--- src/rtl/parity_serial_pkg.sv ---
// rtl/parity_serial_pkg.sv - shared state encoding and sizing helpers for the parity serial transmitter
package parity_serial_pkg;

    typedef enum logic [2:0] {
        IDLE   = 3'd0,
        START  = 3'd1,
        DATA   = 3'd2,
        PARITY = 3'd3,
        STOP   = 3'd4
    } tx_state_e;

    // Width of a counter that must hold values 0..clks (CLKS_PER_BIT=1 still gets one bit)
    function automatic int cnt_width(input int clks);
        return $clog2(clks + 1);
    endfunction

endpackage

--- src/rtl/parity_serial_tx_baud_tick_gen.sv ---
// rtl/parity_serial_tx_baud_tick_gen.sv - bit period counter pulsing tick on the last cycle of each bit
module baud_tick_gen
    import parity_serial_pkg::*;
#(
    parameter int CLKS_PER_BIT = 4
) (
    input  logic clk,
    input  logic rst_n,
    input  logic clear,
    output logic tick
);

    localparam int CW = cnt_width(CLKS_PER_BIT);
    localparam logic [CW-1:0] LAST = CW'(CLKS_PER_BIT - 1);

    logic [CW-1:0] cnt;

    // With CLKS_PER_BIT=1 LAST is 0, so tick is permanently high and the counter never leaves 0
    assign tick = (cnt == LAST);

    // Count through one bit period, restarting on each tick and held at zero while idle
    always_ff @(posedge clk or negedge rst_n) begin
        if (!rst_n) begin
            cnt <= '0;
        end else if (clear || tick) begin
            cnt <= '0;
        end else begin
            cnt <= cnt + CW'(1);
        end
    end

endmodule

--- src/rtl/parity_serial_tx.sv ---
// rtl/parity_serial_tx.sv - frames a parallel word as start, LSB-first data, parity and stop bits
module parity_serial_tx
    import parity_serial_pkg::*;
#(
    parameter int CLKS_PER_BIT = 4,
    parameter int DATA_W       = 8,
    parameter int PARITY_ODD   = 0
) (
    input  logic              clk,
    input  logic              rst_n,
    input  logic [DATA_W-1:0] tx_data,
    input  logic              tx_valid,
    output logic              tx_ready,
    output logic              tx_out,
    output logic              busy
);

    localparam int BW = cnt_width(DATA_W);
    localparam logic [BW-1:0] BIT_LAST = BW'(DATA_W - 1);
    localparam logic ODD = (PARITY_ODD != 0);

    tx_state_e         state_q, state_d;
    logic [DATA_W-1:0] shift_q, shift_d;
    logic [BW-1:0]     bit_q, bit_d;
    logic              par_q, par_d;
    logic              out_q, out_d;
    logic              tick;

    baud_tick_gen #(
        .CLKS_PER_BIT(CLKS_PER_BIT)
    ) u_tick (
        .clk  (clk),
        .rst_n(rst_n),
        .clear(state_q == IDLE),
        .tick (tick)
    );

    assign tx_ready = (state_q == IDLE);
    assign busy     = (state_q != IDLE);
    assign tx_out   = out_q;

    // Next-state, datapath and next line level; the line level is derived from the next state
    // so that tx_out can be registered yet still change on the same edge as the state
    always_comb begin
        state_d = state_q;
        shift_d = shift_q;
        bit_d   = bit_q;
        par_d   = par_q;
        out_d   = 1'b1;
        case (state_q)
            IDLE: begin
                if (tx_valid) begin
                    state_d = START;
                    shift_d = tx_data;
                    par_d   = (^tx_data) ^ ODD;
                    bit_d   = '0;
                end
            end
            START: begin
                if (tick) state_d = DATA;
            end
            DATA: begin
                if (tick) begin
                    if (bit_q == BIT_LAST) begin
                        state_d = PARITY;
                        bit_d   = '0;
                    end else begin
                        bit_d   = bit_q + BW'(1);
                        shift_d = shift_q >> 1;
                    end
                end
            end
            PARITY: begin
                if (tick) state_d = STOP;
            end
            STOP: begin
                if (tick) state_d = IDLE;
            end
            default: state_d = IDLE;
        endcase
        case (state_d)
            START:   out_d = 1'b0;
            DATA:    out_d = shift_d[0];
            PARITY:  out_d = par_d;
            default: out_d = 1'b1;
        endcase
    end

    // State and datapath registers; reset abandons any frame and returns the line high
    always_ff @(posedge clk or negedge rst_n) begin
        if (!rst_n) begin
            state_q <= IDLE;
            shift_q <= '0;
            bit_q   <= '0;
            par_q   <= 1'b0;
            out_q   <= 1'b1;
        end else begin
            state_q <= state_d;
            shift_q <= shift_d;
            bit_q   <= bit_d;
            par_q   <= par_d;
            out_q   <= out_d;
        end
    end

endmodule

--- config.mk ---
export PLATFORM = sky130hd
export DESIGN_NAME = parity_serial_tx
export DESIGN_NICKNAME = d
export VERILOG_FILES = /design/src/rtl/parity_serial_pkg.sv /design/src/rtl/parity_serial_tx_baud_tick_gen.sv /design/src/rtl/parity_serial_tx.sv
export SDC_FILE = /design/constraint.sdc
export NUM_CORES = 1
export LEC_CHECK = 0
export BUFFER_PORTS_ARGS = -buffer_cell sky130_fd_sc_hd__buf_2
export CAP_MARGIN = 15
export CORE_ASPECT_RATIO = 1.1
export CORE_MARGIN = 4
export CORE_UTILIZATION = 50
export CTS_BUF_LIST = sky130_fd_sc_hd__clkbuf_2 sky130_fd_sc_hd__clkbuf_4 sky130_fd_sc_hd__clkbuf_8
export DETAILED_ROUTE_END_ITERATION = 8
export GPL_ROUTABILITY_DRIVEN = 0
export HOLD_SLACK_MARGIN = 0.03
export PLACE_DENSITY = 0.74
export SYNTH_ARGS = -nofsm -noshare
export SYNTH_HDL_FRONTEND = slang
export SYNTH_SLANG_ARGS = --single-unit
--- constraint.sdc ---
create_clock -name clk -period 4.91 [get_ports clk]
set_input_delay 0.7365 -clock clk [delete_from_list [all_inputs] [get_ports clk]]
set_output_delay 0.7365 -clock clk [all_outputs]
set_load 0.02 [all_outputs]
Word-level counts from Yosys, hierarchy flattened
Cells that the tools add are included.
- flip-flop bits (word level): 20
- output and inout port bits: 3
- word-level logic and storage cells: 47
- add/subtract/negate cells: 2
- equality and inequality tests: 12
- multiplexer cells: 19
- reduce and logical (&&, ||, !) cells: 7
- operator list (kind ; count):
    2-to-1 mux 8 bit ; 3
    2-to-1 mux 3 bit ; 7
    case mux 8 bit (2 select lines) ; 1
    == test 3 x 2 -> 1 bit, second input constant ; 5
    case mux 3 bit (5 select lines) ; 1
    2-to-1 mux 4 bit ; 3
    case mux 4 bit (2 select lines) ; 1
    parity 8 bit ; 1
    == test 3 x 1 -> 1 bit, second input constant ; 2
    adder 4 x 1 -> 4 bit, second input constant ; 1
    == test 4 x 3 -> 1 bit, second input constant ; 1
    != test 2 bit, second input constant ; 2
    AND reduction 4 bit ; 1
    adder 3 x 1 -> 3 bit, second input constant ; 1
    == test 3 bit, second input constant ; 1
    zero test 3 bit ; 1
    case mux 1 bit (3 select lines) ; 1
    AND reduction 3 bit ; 1
    nonzero test 3 bit ; 1
    2-to-1 mux 1 bit ; 2
    != test 2 x 1 -> 1 bit, second input constant ; 1
    nonzero test 2 bit ; 1
    logical OR 1 bit ; 1

Logic depth before layout (Yosys ltp)
Gate-level depths: netlist of the first run.
- depth after elaboration: 6
- gate-level depth with buffers: 7

By module
A second synthesis of the first run with hierarchy kept.
- cells, all modules: 103
- area total of the unflattened synthesis: 1111.1 um^2
- modules (own cells, without submodules) (module ; times used ; cells each ; area an instance (um^2) ; seq. area each (um^2)):
    parity_serial_tx ; 1 ; 94 ; 984.7 ; 426.7
    baud_tick_gen ; 1 ; 9 ; 126.4 ; 75.1

Worst setup path before layout of the first run
Ideal clock, no wire load.
- path kind: flip-flop to output port
- start: register state_q[0]
- end: output busy
- data arrival time: 1.487 ns
- required time: 4.174 ns
- path slack: 2.686 ns
- stages on the path, launching flop included: 4
- cell sequence: dfrtp_1 > buf_2 > nor3_1 > inv_1
- word-level cells in the longest chain between the ends: 1
- RTL lines (what ; line ; source):
    from (decl) ; parity_serial_tx.sv:22 ; tx_state_e state_q, state_d;
    from (signal assigned) ; parity_serial_tx.sv:98 ; state_q <= state_d;
    nonzero test 3 bit ; parity_serial_tx.sv:39 ; assign busy = (state_q != IDLE);
    to (decl) ; parity_serial_tx.sv:15 ; output logic busy
No other way between the ends.

Worst setup path in the final report of the first run
- start: register state_q[0]
- end: output tx_ready
- word-level cells in the longest chain between the ends: 1
- RTL lines (what ; line ; source):
    zero test 3 bit ; parity_serial_tx.sv:38 ; assign tx_ready = (state_q == IDLE);
    to (decl) ; parity_serial_tx.sv:13 ; output logic tx_ready,
No other way between the ends.

==> summary.md, run 1 <==
## Die
* 2042 µm² — core area
* 52.72 µm — Chip Width
* 0.5386 — effective utilization at floorplan
* 3015 µm² — total die area
* 17 — placement row count
* 14 — top-level I/O count
* 57.19 µm — vertical die dimension

## Synthesis
* sky130_fd_sc_hd__dfrtp_1 — top_reg_cell synth
* 0.2605 — fraction of the mapped netlist area in simple logic gates
* 0 — number of enable flip-flop cells after synthesis
* 0.4562 — fraction of the yosys area taken by sequential cells
* 1100 µm² — netlist area before placement
* simple AND/OR/NAND/NOR gates — main combinational cell family by area after synthesis
* sky130_fd_sc_hd__dfrtp_1 — dominant cell type by area after synthesis
* 0 — Synthesis Warnings
* 20 — flip-flop and latch count after synthesis
* 9.998 µm² — average size of a mapped cell
* 0.04551 — synthesized-area fraction occupied by adder cells
* 0.01820 — multiplexer fraction of the synthesized cell area
* 125 — Post-Syn Nets
* sky130_fd_sc_hd__dfrtp_1 43%, sky130_fd_sc_hd__nand2_1 6.5%, sky130_fd_sc_hd__xnor2_1 5.6% — most area-consuming cells after synthesis
* 19 x sky130_fd_sc_hd__dfrtp_1, 19 x sky130_fd_sc_hd__nand2_1, 8 x sky130_fd_sc_hd__nand3_1 — top cells by instance count after synthesis
* 0.4323 — share of the synthesized area in the top cell type
* 110 — synthesized netlist cell count
* 0.1126 — synthesized-area fraction occupied by ao, oa, aoi and oai cells
* 0.05575 — xor/xnor cell area share of the yosys netlist
* 1.000 — async set-or-reset flop fraction in the synthesized netlist
* 35 — number of library cell types mapped by synthesis

## Worst setup path
* output pin — endpoint class of the critical path
* 3 — logic depth of the worst register-to-register path
* register — Startpoint Class
* 2.97 ns — worst-case register-to-register setup slack
* state_q[0]$_DFF_PN0_ — Crit. Startpoint
* state_q[2]$_DFF_PN0_ — Reg-to-Reg Start
* reg -> out — Worst Setup Path Type
* 4.17 ns — Worst Path Required
* tx_ready — capturing instance or port of the critical path
* shift_q[7]$_DFFE_PN0P_ — endpoint of the worst register-to-register path
* 1.56 ns — data arrival time at the worst-slack endpoint
* 9 — crit path max fanout

## Drt
* 4 — first drt pass iteration count
* 9 — drt initial violations
* 1881 µm — DRT Wirelength
* 0 — number of design rule violations left after detail routing
* 0 — post-route ant nets
* 5.550 — post-detailed-route via-to-cell ratio
* 12.62 µm — Avg WL per Cell
* 827 — DR vias

## Final layout
* 196 — Filler Cell Count
* 0.5839 — post-layout util
* 137 — count of nets after finishing
* 0 — Antenna Diode Count
* 0.2066 — share of post-route cells with drive strength above 1
* 8.418% — layout-stage area growth over the synthesis result
* 149 — Cell Count, Final, Fillers Out

## CTS
* 1 — number of levels in the clock H-tree
* 2 — clk buf depth
* 0 — Post-CTS Setup Bufs
* 0.29 ns — clock network latency to the later pin of the worst-skew pair
* 20 — clock sink count
* sky130_fd_sc_hd__clkbuf_4 — buffer cell driving the clock tree root
* 3 — number of buffers added by the clock tree synthesis step
* 0 — number of gates resized after cts
* done — clock tree from TritonCTS
* 0 — quantity of hold-fixing buffers added after cts
* 0.10 ns — clock slew at reported path FFs

## Placed design
* 145 — number of instances in the placed design
* 1362 µm — total half-perimeter wirelength after legalization and detailed placement
* 13 — count of input and output buffers

## Run
* 0 — max-cap viol count

## STA
* 0 — final-report hold violation count
* no — unrepaired setup endpoints after global routing
* 0.005144 ns — worst setup skew after layout
* 0 — count of pins over their slew limit
* 0.4699 — Rel. slew slack
* 2.299 ns — Period minus WS final
* 0.3696 ns — worst hold margin
* 0 — setup violation total in the final timing report
* 0.7918 ns — Worst Max-Slew Pin Slew
* 0 ns — setup TNS after final layout
* 0.4682 — period utilisation layout
* 435.0 MHz — maximum achievable frequency

## Global route
* 806 — vias in the first global route
* 3394 µm — wire length of the first global-routing pass
* 21 — maximum number of pins on one net before global-route repair
* 0 — initial antenna violation count
* 0 — grt ovf
* 0.1484 — total routing resource utilization after global routing

## Power
* 512.6 nW/µm² — total power density per cell area
* 611.2 µW — Power Total
* 0.5446 nW — reported leakage power
* 0.3295 mV — worst voltage drop across the vdd grid

## Outcome
* completed — outcome

## Min path
* in -> async — worst hold path type

-- cell usage in the layout (no fill, tap or decap), drive strengths merged --
master / Yosys / final
and2: 1 / 1
a21bo: 1 / 1
clkbuf: 1 / 4
inv: 5 / 5
o2bb2ai: 1 / 1
a22o: 3 / 3
nand4b: 1 / 1
nand2: 19 / 19
and3: 1 / 1
nand3: 8 / 8
buf: 5 / 13
nor3: 3 / 3
o211ai: 1 / 1
o21ai: 4 / 4
a21oi: 4 / 4
nor4b: 1 / 1
mux2i: 2 / 2
nand4: 7 / 7
dfstp: 1 / 1
a31oi: 1 / 1
a311o: 1 / 1
or4b: 1 / 1
dfrtp: 19 / 19
xnor2: 7 / 7
nor3b: 3 / 3
and2b: 1 / 1
nor2: 1 / 1
nand3b: 2 / 2
o21bai: 1 / 1
ha: 4 / 4
-- sequential cells by signal, indices dropped and copies added, names as in the netlist --
| signal | flops |
|---|---|
| bit_q | 4 |
| shift_q | 8 |
| u_tick.cnt | 3 |
| state_q | 3 |
| tx_out | 1 |
| par_q | 1 |
-- worst min-delay path by stage --
stage	slack [ns]	depth (start not counted)	startpoint	endpoint
detailed placement	0.43	1	u_tick.cnt[0]$_DFF_PN0_	u_tick.cnt[0]$_DFF_PN0_
finish	0.37	1	rst_n	shift_q[0]$_DFF_PN0_
global route	0.39	1	rst_n	par_q$_DFF_PN0_
global placement	0.43	1	u_tick.cnt[0]$_DFF_PN0_	u_tick.cnt[0]$_DFF_PN0_
CTS	0.38	1	rst_n	shift_q[0]$_DFF_PN0_
floorplan	0.42	1	u_tick.cnt[0]$_DFF_PN0_	u_tick.cnt[0]$_DFF_PN0_
-- routing by layer --
layer / part of all wire / GRT usage / wire (µm)
met1: 0.47 / 0.1963 / 880
met2: 0.50 / 0.2429 / 933
met3: 0.029 / 0.01567 / 55
met4: 0.0064 / 0.06569 / 12
met5: 0 / 0 / 0
-- kinds of logic after synthesis --
kind of cell / Yosys count
simple gates: 49
flops: 20
mux: 2
compound gates: 17
fa+ha+maj: 4
buf+inv: 11
xor+xnor: 7
-- power breakdown --
group	switching (mW)	internal, mW
clock network	0.0453	0.0371
logic	0.143	0.104
registers	0.0507	0.231
-- worst max-delay path, cell delays in order (launching register included) --
cell	delay, ns
sky130_fd_sc_hd__dfrtp_1	0.51
sky130_fd_sc_hd__nor3_1	0.50
sky130_fd_sc_hd__buf_2	0.26
-- cell type report --
type / instances / area [µm²] / share of cell area
multi-input cells: 79 / 541.8 / 0.4544
flip-flops and latches: 20 / 501.7 / 0.4208
repair buffers: 13 / 65.06 / 0.05456
well taps: 28 / 35.03 / 0.02938
clock buffers: 4 / 30.03 / 0.02518
inverters: 5 / 18.77 / 0.01574
-- stage by stage --
step	worst slack (ns)	area [µm²]
CTS	2.577	1192
floorplan	2.686	1100
global placement	2.819	1162
detailed placement	2.751	1162
finish	2.611	1192
global route	2.465	1192
No activity file was read; power rests on OpenSTA's default activity.
==> inputs of run 2 (changes only) <==
PLACE_DENSITY = 0.77   (was 0.74)
clock period = 2.1 ns   (was 4.91 ns; I/O delays follow)
==> summary.md, run 2 (synthesized netlist as in run 1, its figures left out) <==
## Outcome
* completed — outcome

## Final layout
* 0.6017 — post-layout util, +0.01777
* 140 — count of nets after finishing, +2.2%
* 501.7 µm² — sequential cell area in the final layout, unchanged
* 191 — Filler Cell Count, -2.6%
* 19 x sky130_fd_sc_hd__nand2_1, 19 x sky130_fd_sc_hd__dfrtp_1, 13 x sky130_fd_sc_hd__buf_2 — commonest cells after routing, fill and taps aside
* 8 — max reg flops, unchanged
* 0 — Antenna Diode Count, unchanged
* 546.8 µm² — area taken by multi-input logic gates, +0.92%
* shift_q — Top reg by flops
* 0.2258 — share of post-route cells with drive strength above 1, +0.01919
* shift_q (8), bit_q (4) — largest registers in the final layout
* 11.72% — layout-stage area growth over the synthesis result

## CTS
* sky130_fd_sc_hd__clkbuf_4 — buffer cell driving the clock tree root
* 2 — clk buf depth, unchanged
* 3 — number of buffers added by the clock tree synthesis step, unchanged
* 1 — number of levels in the clock H-tree, unchanged
* 0.30 ns — clock network latency to the later pin of the worst-skew pair, about the same
* 0 — Post-CTS Setup Bufs, unchanged
* done — clock tree from TritonCTS
* 20 — clock sink count, unchanged
* 0.11 ns — clock slew at reported path FFs, about the same

## Drt
* 5.553 — post-detailed-route via-to-cell ratio, about the same
* 2028 µm — DRT Wirelength, +7.8%
* 12 — drt initial violations, +3
* 4 — first drt pass iteration count, unchanged
* 0 — post-route ant nets, unchanged
* 0 — number of design rule violations left after detail routing, unchanged
* 13.34 µm — Avg WL per Cell, +5.7%
* 844 — DR vias, +2.1%

## Global route
* 21 — maximum number of pins on one net before global-route repair, unchanged
* 825 — vias in the first global route, +2.4%
* 0 — grt ovf, unchanged
* 0.03133 — met3 global-route usage, +0.01567
* 3588 µm — wire length of the first global-routing pass, +5.7%
* 0.1610 — total routing resource utilization after global routing, +0.01253
* 0.2500 — met2 global-route usage, +0.007092
* met2 — peak-usage layer in the global routing report
* 0.2080 — GR Util met1, +0.01171
* 0 — initial antenna violation count, unchanged

## STA
* 1.790 ns — Period minus WS final
* 0.5264 ns — Worst Max-Slew Pin Slew, -0.2654 ns
* 0 — setup violation total in the final timing report, unchanged
* 0.003771 ns — worst setup skew after layout, -0.001374 ns
* 0 — count of pins over their slew limit, unchanged
* 0.8523 — period utilisation layout
* 0 ns — setup TNS after final layout, unchanged
* 0 — final-report hold violation count, unchanged
* no — unrepaired setup endpoints after global routing
* 0.6491 — Rel. slew slack, +0.1792
* 558.7 MHz — maximum achievable frequency

## Power
* 907.7 µW — internal power, +140%
* 0.448 — share of total power in sequential cells, -0.014
* 0.3899 — net switching share of the total power, -0.001002
* 1211 nW/µm² — total power density per cell area, +140%
* 580.0 µW — switching pwr, +140%
* 1.085 mV — worst voltage drop across the vdd grid, +230%
* 0.5624 nW — reported leakage power, +3.3%
* 0.403 — fraction of power consumed by combinational cells, about the same
* 0.149 — fraction of power consumed by the clock network, +0.014
* 1.488 mW — Power Total, +140%

## Die
* 3015 µm² — total die area, unchanged
* 17 — placement row count, unchanged
* 52.72 µm — Chip Width, unchanged
* 57.19 µm — vertical die dimension, unchanged
* 14 — top-level I/O count, unchanged
* 2042 µm² — core area, unchanged
* 0.5386 — effective utilization at floorplan, unchanged

## Worst setup path
* 0.31 ns — worst-case register-to-register setup slack, -2.66 ns
* 17 — crit path max fanout, +8
* register — Startpoint Class
* register — endpoint class of the critical path
* 2.35 ns — Worst Path Required, -1.82 ns
* reg -> reg — Worst Setup Path Type
* 2.04 ns — data arrival time at the worst-slack endpoint, +0.48 ns

## Min path
* in -> reg — worst hold path type

## Run
* 0 — max-cap viol count, unchanged

## Placed design
* 1540 µm — total half-perimeter wirelength after legalization and detailed placement, +13%
* 13 — count of input and output buffers, unchanged

==> run 2: path summary, 6_finish.rpt <==
kind                                    startpoint                 endpoint  depth (start not counted)
setup / recovery           u_tick.cnt[0]$_DFF_PN0_     state_q[2]$_DFF_PN0_                          4
hold / removal                          tx_data[4]   shift_q[4]$_DFFE_PN0P_                          3
setup reg to reg           u_tick.cnt[0]$_DFF_PN0_     state_q[2]$_DFF_PN0_                          4
hold reg to reg            u_tick.cnt[0]$_DFF_PN0_  u_tick.cnt[0]$_DFF_PN0_                          1
max in group asynchronous                    rst_n         tx_out$_DFF_PN1_                          2
min in group asynchronous                    rst_n     shift_q[0]$_DFF_PN0_                          2
==> run 2: metrics by stage <==
stage / hold WS (ns) / area [µm²] / setup slack [ns] / instances
after floorplan: 0.01941 / 1100 / 0.2978 / 110
after global placement: 0.2810 / 1177 / 0.3581 / 147
after detailed placement: 0.2831 / 1177 / 0.3231 / 147
after CTS: 0.2369 / 1224 / 0.1114 / 152
after global routing: 0.2407 / 1229 / 0.1311 / 152
final: 0.2395 / 1229 / 0.3102 / 152
==> run 2: repair_timing <==
| action | 4_1_cts | 5_1_grt |
|---|---|---|
| setup endpoints to repair | 0 | 2 |
| resized for setup | 0 | 1 |
| hold buffers | 1 | 0 |
| hold endpoints to repair | 19 | 0 |
==> run 2: power by group through the flow <==
stage               logic, mW  registers [mW]  clock network, mW
finish                  0.599           0.667              0.222
global route            0.684           0.688              0.245
CTS                     0.609           0.663              0.229
detailed placement      0.606           0.672                  0
global placement        0.578           0.662                  0
floorplan               0.497           0.632                  0
==> run 2: critical path, cell delays in order (launching register included) <==
cell                      delay, ns
sky130_fd_sc_hd__dfrtp_1       0.40
sky130_fd_sc_hd__ha_1          0.22
sky130_fd_sc_hd__ha_1          0.37
sky130_fd_sc_hd__or4b_2        0.67
sky130_fd_sc_hd__nand2_1       0.08
==> run 2: cell type report <==
cell class                      count  share of cell area
Clock buffer                        4             0.02953
Inverter                            5             0.01527
Multi-Input combinational cell     79              0.4450
Sequential cell                    20              0.4083
Tap cell                           28             0.02851
Timing Repair Buffer               16             0.07332
==> run 2: per-layer routing <==
metal,wire (µm),share of wire
met5,0,0
met4,53,0.026
met1,883,0.44
met3,99,0.049
met2,992,0.49
==> inputs of run 3 (changes only) <==
CORE_UTILIZATION = 45   (was 50)
PLACE_DENSITY = 0.69   (was 0.77)
clock period = 2.24 ns   (was 2.1 ns; I/O delays follow)
==> summary.md, run 3 (synthesized netlist as in run 1, its figures left out) <==
## Final layout
* 0.2114 — share of post-route cells with drive strength above 1, -0.01442
* 139 — count of nets after finishing, -0.71%
* shift_q — Top reg by flops
* 19 x sky130_fd_sc_hd__nand2_1, 19 x sky130_fd_sc_hd__dfrtp_1, 13 x sky130_fd_sc_hd__buf_2 — commonest cells after routing, fill and taps aside
* 0 — Antenna Diode Count, unchanged
* shift_q (8), bit_q (4) — largest registers in the final layout
* 153 — Cell Count, Final, Fillers Out, +0.66%
* 0.5305 — post-layout util, -0.07122
* 10.81% — layout-stage area growth over the synthesis result
* 8 — max reg flops, unchanged

## STA
* 521.3 MHz — maximum achievable frequency
* 0 — setup violation total in the final timing report, unchanged
* 0.5809 — Rel. slew slack, -0.06815
* 1.918 ns — Period minus WS final
* no — unrepaired setup endpoints after global routing
* 0.8564 — period utilisation layout
* 0.6257 ns — Worst Max-Slew Pin Slew, +0.09930 ns
* 0 — final-report hold violation count, unchanged
* 0 — count of pins over their slew limit, unchanged
* 0.003099 ns — worst setup skew after layout, -0.0006720 ns
* 0 ns — setup TNS after final layout, unchanged

## Worst setup path
* sky130_fd_sc_hd__dfrtp_1 — critical-path cell with the highest stage delay
* reg -> out — Worst Setup Path Type
* nor3_1 > buf_2 — chain of cells forming the critical path
* 9 — crit path max fanout, -8
* 1.58 ns — data arrival time at the worst-slack endpoint, -0.46 ns
* 1.90 ns — Worst Path Required, -0.45 ns
* flip-flops — CP delay by family, top
* register — Startpoint Class
* 0.51 ns — crit-path max cell delay, -0.16 ns
* 1 — Bufs and invs on worst path, +1
* output pin — endpoint class of the critical path

## Power
* 0.150 — fraction of power consumed by the clock network, about the same
* 0.7933 mV — worst voltage drop across the vdd grid, -27%
* 532.4 µW — switching pwr, -8.2%
* 841.9 µW — internal power, -7.2%
* 1128 nW/µm² — total power density per cell area, -6.9%
* 0.3874 — net switching share of the total power, -0.002501
* 0.399 — fraction of power consumed by combinational cells, -0.004
* 0.5566 nW — reported leakage power, -1.0%
* 0.450 — share of total power in sequential cells, +0.002

## Global route
* 3436 µm — wire length of the first global-routing pass, -4.2%
* 761 — vias in the first global route, -7.8%
* 0 — initial antenna violation count, unchanged
* 0 — grt ovf, unchanged
* 21 — maximum number of pins on one net before global-route repair, unchanged
* 0.1446 — total routing resource utilization after global routing, -0.01638

## Die
* 59.85 µm — vertical die dimension, +4.7%
* 55.14 µm — Chip Width, +4.6%
* 2297 µm² — core area, +12%
* 18 — placement row count, +1
* 0.4788 — effective utilization at floorplan, -0.05984
* 3300 µm² — total die area, +9.5%
* 14 — top-level I/O count, unchanged

## Drt
* 5.405 — post-detailed-route via-to-cell ratio, -2.7%
* 12.96 µm — Avg WL per Cell, -2.9%
* 0 — post-route ant nets, unchanged
* 86 µm — met3 WL, -13%
* 4 — first drt pass iteration count, unchanged
* 922 µm — met2 WL post-DR, -7.1%
* 827 — DR vias, -2.0%
* 955 µm — total routed wire length on the met1 layer, +8.2%
* met4 — highest layer used for signal routing
* 1983 µm — DRT Wirelength, -2.2%
* 18 — drt initial violations, +6
* 0 — number of design rule violations left after detail routing, unchanged

## CTS
* done — clock tree from TritonCTS
* 3 — number of buffers added by the clock tree synthesis step, unchanged
* 20 — clock sink count, unchanged
* sky130_fd_sc_hd__clkbuf_4 — buffer cell driving the clock tree root
* 2 — clk buf depth, unchanged
* 0 — number of gates resized after cts, unchanged
* 0.11 ns — clock slew at reported path FFs, about the same
* 1 — number of levels in the clock H-tree, unchanged
* 0.29 ns — clock network latency to the later pin of the worst-skew pair, about the same

## Min path
* in -> reg — worst hold path type

## Placed design
* 1479 µm — total half-perimeter wirelength after legalization and detailed placement, -3.9%
* 148 — number of instances in the placed design, +0.68%
* 13 — count of input and output buffers, unchanged

## Outcome
* completed — outcome

## Run
* 0 — max-cap viol count, unchanged

[run 3: what timing repair did]
| action | in CTS | in global routing |
|---|---|---|
| hold buffers | 1 | 0 |
| hold endpoints to repair | 19 | 0 |
| setup endpoints to repair | 0 | 0 |
| buffers inserted | 0 | 0 |
[run 3: final timing paths]
kind	start	endpoint	slack, ns	cells past startpoint
max	state_q[0]$_DFF_PN0_	tx_ready	0.32	2
min	tx_data[6]	shift_q[6]$_DFFE_PN0P_	0.26	3
max reg2reg	u_tick.cnt[0]$_DFF_PN0_	shift_q[6]$_DFFE_PN0P_	0.42	5
min reg2reg	u_tick.cnt[0]$_DFF_PN0_	u_tick.cnt[0]$_DFF_PN0_	0.46	1
max in group asynchronous	rst_n	tx_out$_DFF_PN1_	1.40	2
min in group asynchronous	rst_n	bit_q[2]$_DFFE_PN0P_	0.50	2
[run 3: power groups by stage]
| stage | logic [mW] | clock network (mW) | registers (mW) |
|---|---|---|---|
| 5_1_grt | 0.629 | 0.233 | 0.636 |
| 3_5_place_dp | 0.556 | 0 | 0.627 |
| 6_report | 0.549 | 0.207 | 0.619 |
| 2_1_floorplan | 0.466 | 0 | 0.592 |
| 3_3_place_gp | 0.536 | 0 | 0.619 |
| 4_1_cts | 0.559 | 0.215 | 0.619 |
[run 3: metrics by stage]
stage                     cell area (µm²)  setup slack (ns)  hold WS [ns]  power, mW
after floorplan                      1100            0.4168       0.04041      1.059
after global routing                 1219            0.1756        0.2638      1.498
after global placement               1172            0.4900        0.3076      1.156
after detailed placement             1172            0.4454        0.3098      1.183
final                                1219            0.3217        0.2649      1.374
after CTS                            1219            0.2776        0.2571      1.393
[run 3: area by class of cell]
cell class,count,area [µm²]
inverters,5,18.77
flip-flops and latches,20,501.7
multi-input cells,79,541.8
well taps,30,37.54
clock buffers,4,36.28
repair buffers,15,82.58
fillers,233,1079
[run 3: worst min-delay path, cell delays in order]
cell and delay [ns]:
sky130_fd_sc_hd__buf_2 0.09, sky130_fd_sc_hd__nand2_1 0.05, sky130_fd_sc_hd__nand3_1 0.05
[run 3: layer usage]
layer  GRT usage  up-vias
li1            -      413
met1      0.2044      396
met2      0.2162       16
met3     0.02244        2
met4     0.06250        0
met5           0        -
